==> config.mk <==
export PLATFORM = sky130hd
export DESIGN_NAME = crypt_job_scheduler
export DESIGN_NICKNAME = d
export VERILOG_FILES = /design/src/rtl/crypt_pkg.sv /design/src/rtl/crypt_perm_round.sv /design/src/rtl/crypt_job_scheduler.sv
export SDC_FILE = /design/constraint.sdc
export NUM_CORES = 1
export LEC_CHECK = 0
export BUFFER_PORTS_ARGS = -buffer_cell sky130_fd_sc_hd__buf_2
export CORE_UTILIZATION = 54
export DETAILED_ROUTE_END_ITERATION = 6
export PLACE_DENSITY = 0.85
export SYNTH_ARGS = -nofsm -noshare
export SYNTH_HDL_FRONTEND = slang
export SYNTH_SLANG_ARGS = --single-unit
==> constraint.sdc <==
create_clock -name clk -period 5.05 [get_ports clk]
set_clock_uncertainty 0.2 [all_clocks]
set_input_delay 1.01 -clock clk [delete_from_list [all_inputs] [get_ports clk]]
set_output_delay 1.01 -clock clk [all_outputs]
set_load 0.01 [all_outputs]
==> src/rtl/crypt_pkg.sv <==
// Shared types and constants for the 16-bit permutation encryption co-processor.
package crypt_pkg;

  localparam int DATA_W = 16;

  typedef enum logic [1:0] {
    IDLE = 2'd0,
    R1   = 2'd1,
    R2   = 2'd2,
    OUT  = 2'd3
  } state_t;

  typedef enum logic [1:0] {
    E1 = 2'd0,
    E2 = 2'd1,
    D1 = 2'd2,
    D2 = 2'd3
  } round_sel_t;

  // Round applied while the job sits in R1/R2; decrypt runs the inverses in reverse order.
  function automatic round_sel_t round_for(input state_t st, input logic decrypt);
    if (st == R1) return decrypt ? D2 : E1;
    return decrypt ? D1 : E2;
  endfunction

endpackage

==> src/rtl/crypt_perm_round.sv <==
// One permutation round: selects one of the four fixed 16-bit bit permutations.
module crypt_perm_round
  import crypt_pkg::*;
(
  input  round_sel_t          sel,
  input  logic [DATA_W-1:0]   in,
  output logic [DATA_W-1:0]   out
);

  always_comb begin
    // NOTE: default assignment before the case so every path drives out and no latch is inferred.
    out = in;
    case (sel)
      E1: out = {in[15], in[10], in[5],  in[0],  in[14], in[9],  in[4],  in[11],
                 in[13], in[8],  in[3],  in[12], in[7],  in[2],  in[1],  in[6]};
      E2: out = {in[0],  in[2],  in[4],  in[6],  in[8],  in[10], in[12], in[14],
                 in[1],  in[3],  in[5],  in[7],  in[9],  in[11], in[13], in[15]};
      D2: out = {in[0],  in[8],  in[1],  in[9],  in[2],  in[10], in[3],  in[11],
                 in[4],  in[12], in[5],  in[13], in[6],  in[14], in[7],  in[15]};
      D1: out = {in[15], in[11], in[7],  in[4],  in[8],  in[14], in[10], in[6],
                 in[3],  in[0],  in[13], in[9],  in[5],  in[2],  in[1],  in[12]};
      default: out = in;
    endcase
  end

endmodule

==> src/rtl/crypt_job_scheduler.sv <==
// Round-robin job scheduler and two-round sequencer for the permutation co-processor.
module crypt_job_scheduler
  import crypt_pkg::*;
(
  input  logic              clk,
  input  logic              reset,
  input  logic              req0_valid,
  input  logic              req0_mode,
  input  logic [DATA_W-1:0] req0_data,
  output logic              req0_ready,
  input  logic              req1_valid,
  input  logic              req1_mode,
  input  logic [DATA_W-1:0] req1_data,
  output logic              req1_ready,
  output logic              out_valid,
  input  logic              out_ready,
  output logic [DATA_W-1:0] out_data,
  output logic              out_tag,
  output logic              busy,
  output logic [7:0]        done_count
);

  state_t            state;
  logic [DATA_W-1:0] work_reg;
  logic [DATA_W-1:0] round_out;
  logic              tag_reg;
  logic              mode_reg;
  logic              last_served;
  logic              grant0;
  logic              grant1;
  round_sel_t        round_sel;

  // On a tie the requester that was not served last wins.
  assign grant0 = req0_valid & (~req1_valid | last_served);
  assign grant1 = req1_valid & (~req0_valid | ~last_served);

  assign req0_ready = (state == IDLE) & grant0;
  assign req1_ready = (state == IDLE) & grant1;

  assign out_valid = (state == OUT);
  assign busy      = (state != IDLE);
  assign out_data  = work_reg;
  assign out_tag   = tag_reg;

  assign round_sel = round_for(state, mode_reg);

  crypt_perm_round u_round (
    .sel (round_sel),
    .in  (work_reg),
    .out (round_out)
  );

  // NOTE: sequential state uses non-blocking assignments only, so every register samples pre-edge values.
  always_ff @(posedge clk or posedge reset) begin
    if (reset) begin
      state       <= IDLE;
      work_reg    <= '0;
      tag_reg     <= 1'b0;
      mode_reg    <= 1'b0;
      last_served <= 1'b1;
      done_count  <= 8'd0;
    end else begin
      case (state)
        IDLE: begin
          if (req0_ready || req1_ready) begin
            work_reg <= req1_ready ? req1_data : req0_data;
            mode_reg <= req1_ready ? req1_mode : req0_mode;
            tag_reg  <= req1_ready;
            state    <= R1;
          end
        end
        R1: begin
          work_reg <= round_out;
          state    <= R2;
        end
        R2: begin
          work_reg <= round_out;
          state    <= OUT;
        end
        OUT: begin
          if (out_ready) begin
            done_count  <= done_count + 8'd1;
            last_served <= tag_reg;
            state       <= IDLE;
          end
        end
        default: state <= IDLE;
      endcase
    end
  end

endmodule

==> key figures <==
Run status
  – Status: complete, no violations

Setup path
  – WS Path Type: input pin to output pin
  – CP endpoint: req1_ready
  – CP peak stage delay: 300 ps
  – R2R cell count: 6
  – CP Capture Type: output pin
  – Worst Path Required: 3840 ps
  – Crit-path cells: buf_2, nand2_1, nand2_4, inv_1, buf_2
  – Crit Path Max Fanout: 17
  – Slowest cell on the critical path: nand2_4
  – Reg-to-Reg Start: state[0]
  – Reg-to-reg setup timing slack: 2480 ps
  – CP startpoint: req0_valid
  – Startpoint types: input pin
  – Reg2reg end: out_data[2]
  – Critical Path Most Common Cell: buf_2
  – Critical path arrival: 1850 ps

Global routing
  – All-Layer GR Usage: 28.5%
  – Largest net degree at the start of global routing: 30
  – Gr ovfl total: 0
  – Global-route wire length before repair: 8760 um
  – Antenna violations before repair: 0
  – Vias in the first global route: 1842

Cells and area
  – Ant diodes: 0
  – Max reg flops: 16
  – Area grow syn2layout: 20.7%
  – Layout cells sized above 1: 30.9%
  – FILL cells: 280
  – Finished Cell Area: 0.00241 mm2
  – Final Core Density: 70.0%
  – NumNets Final: 323

Yosys
  – Area of the mapped netlist: 0.00200 mm2
  – Unique cell type count in the Yosys netlist: 42
  – Main flop type after synthesis: dfrtp_1
  – Async set-or-reset flop fraction in the synthesized netlist: 100%
  – YS warnings: 0
  – Post-synth EDFFs: 0
  – Register area share after synthesis: 36.4%
  – Post-synth top area share: 35.1%
  – Largest cells by area after synthesis: dfrtp_1, mux2i_1, ha_1
  – Most common cell in the netlist: dfrtp_1
  – Register bit total from synthesis: 29
  – Post-synth net total: 262
  – Yosys top cell by area: dfrtp_1
  – Synth cell count leaders: dfrtp_1, nand2_1, a21oi_1, and3_1, o211ai_1
  – Synth Instances: 216
  – Avg Inst Size Synth: 9.24 um2

Pwr
  – VDD IR max: 0.414 mV
  – Switching Fraction: 48.3%
  – Internal power: 0.895 mW
  – Power share of the combinational group: 58.9%
  – Switching power: 0.834 mW
  – Leakage dissipation: 1.24 nW
  – Clk pwr share: 12.4%
  – Total power divided by cell area: 718 mW/mm2
  – Sequential fraction of design power: 28.6%

Timing
  – Maximum clock rate: 327 MHz
  – Setup TNS: 0 ps
  – Worst-margin pin slew: 1120 ps
  – Hold Violations, Final: 0
  – Relative slew margins: 25.1%
  – Final period utilization: 60.5%
  – Final setup viols: 0
  – Minimum clock period: 3060 ps
  – Pins Over Slew Limit: 0
  – RSZ-0062 raised after global routing: no

Floorplan
  – Row cnt: 21
  – Die area: 0.00395 mm2
  – Chip height: 62.8 um
  – Core Region: 0.00344 mm2
  – Ports: 68
  – Starting Density: 58.0%
  – Die width: 62.8 um

Placed design
  – Port Buf Inserts: 67
  – Detailed placement HPWL: 3700 um
  – Gpl congestion: 0.897
  – Dpl cell area: 0.00231 mm2

CTS
  – CTS Hold Buffers Added: 0
  – Sink Count: 29
  – Max clock buf depth: 2
  – Post-CTS Setup Inserts: 0
  – Total number of H-tree levels: 2
  – Clk slew on worst S/H paths: 70 ps
  – CTS Buf Count: 5
  – CTS root buffer: clkbuf_8
  – Clock latency on the worst-skew pair: 290 ps
  – TritonCTS clock tree: done
  – CTS resizes: 0

Hold path
  – HP Class: register to register

Drt
  – Remaining DRCs: 0
  – Routed Antenna Nets: 0
  – Vias per Instance: 6.10
  – Drt total wl: 5180 um
  – Via count: 1977
  – WL/cell: 16.0 um
  – Drt initial violations: 140
  – First-pass detailed-route iteration total: 5

Run
  – Max_cap viols: 0
how the worst min path moves through the flow:
stage | startpoint | endpoint | slack, ps | cells after the start
final | done_count[7] | done_count[7] | 270 | 1
after detailed placement | done_count[7] | done_count[7] | 270 | 1
after CTS | done_count[7] | done_count[7] | 280 | 1
after floorplan | done_count[7] | done_count[7] | 310 | 1
after global routing | done_count[7] | done_count[7] | 300 | 1
after global placement | done_count[7] | done_count[7] | 260 | 1
critical path, delay by kind of cell:
kind | cells | cell delay (ps)
buffers and inverters | 3 | 310
AND/OR/NAND/NOR | 2 | 510
routing by layer:
metal	vias up	wire (um)	global-route usage, %
met5	-	0	0
met4	0	115	12.8
met3	14	410	5.84
met2	123	2340	43.6
met1	913	2320	38.7
li1	927	-	-
power groups by stage:
stage / registers, mW / logic [mW] / clock network (mW)
global route: 0.509 / 1.14 / 0.224
floorplan: 0.476 / 0.771 / 0
CTS: 0.490 / 1.01 / 0.216
detailed placement: 0.492 / 0.999 / 0
finish: 0.495 / 1.02 / 0.215
global placement: 0.487 / 0.976 / 0
per-stage QoR:
step	power, mW	hold WS (ps)	setup slack, ps	std cells
finish	1.73	268	1990	324
detailed placement	1.49	268	2000	316
global route	1.87	300	1910	324
global placement	1.46	256	2040	316
CTS	1.72	278	1990	324
floorplan	1.25	308	2340	216
cell type report:
cell class / instances / area (um2) / share of cell area [%]
Inverter: 11 / 41.3 / 1.71
Sequential cell: 29 / 727 / 30.2
Multi-Input combinational cell: 163 / 1150 / 47.6
Timing Repair Buffer: 67 / 335 / 13.9
Tap cell: 46 / 57.6 / 2.39
Clock inverter: 1 / 5.00 / 0.208
Clock buffer: 7 / 96.3 / 4.00
cells by family after synthesis:
logic type | after synthesis | share of synthesized area (%)
buffers and inverters | 24 | 6.14
AO/OA/AOI/OAI | 79 | 28.1
adder cells (fa/ha/maj) | 7 | 4.39
XOR/XNOR | 7 | 3.07
multiplexers | 12 | 6.14
AND/OR/NAND/NOR | 58 | 15.8
flip-flops | 29 | 36.4
layout by cell type (no fill, tap or decap), types with 3 or more instances in the layout:
cell type,synthesis,routed
ha_1,7,7
o2bb2ai_1,5,5
nor2_1,4,4
dfrtp_1,28,28
a21boi_0,3,3
xnor2_1,5,5
a22o_1,8,8
o21a_1,3,3
mux2i_1,10,10
nand2_1,22,22
a21oi_1,13,13
nand2b_1,7,7
o21ai_1,4,4
a31oi_1,3,3
clkbuf_8,0,7
o211ai_1,11,11
a211oi_1,4,4
and3_1,11,11
o21ai_0,8,8
nand3_1,4,4
buf_2,8,67
o221ai_1,10,10
a22oi_1,3,3
inv_1,9,9
No activity file was read; power rests on OpenSTA's default activity.
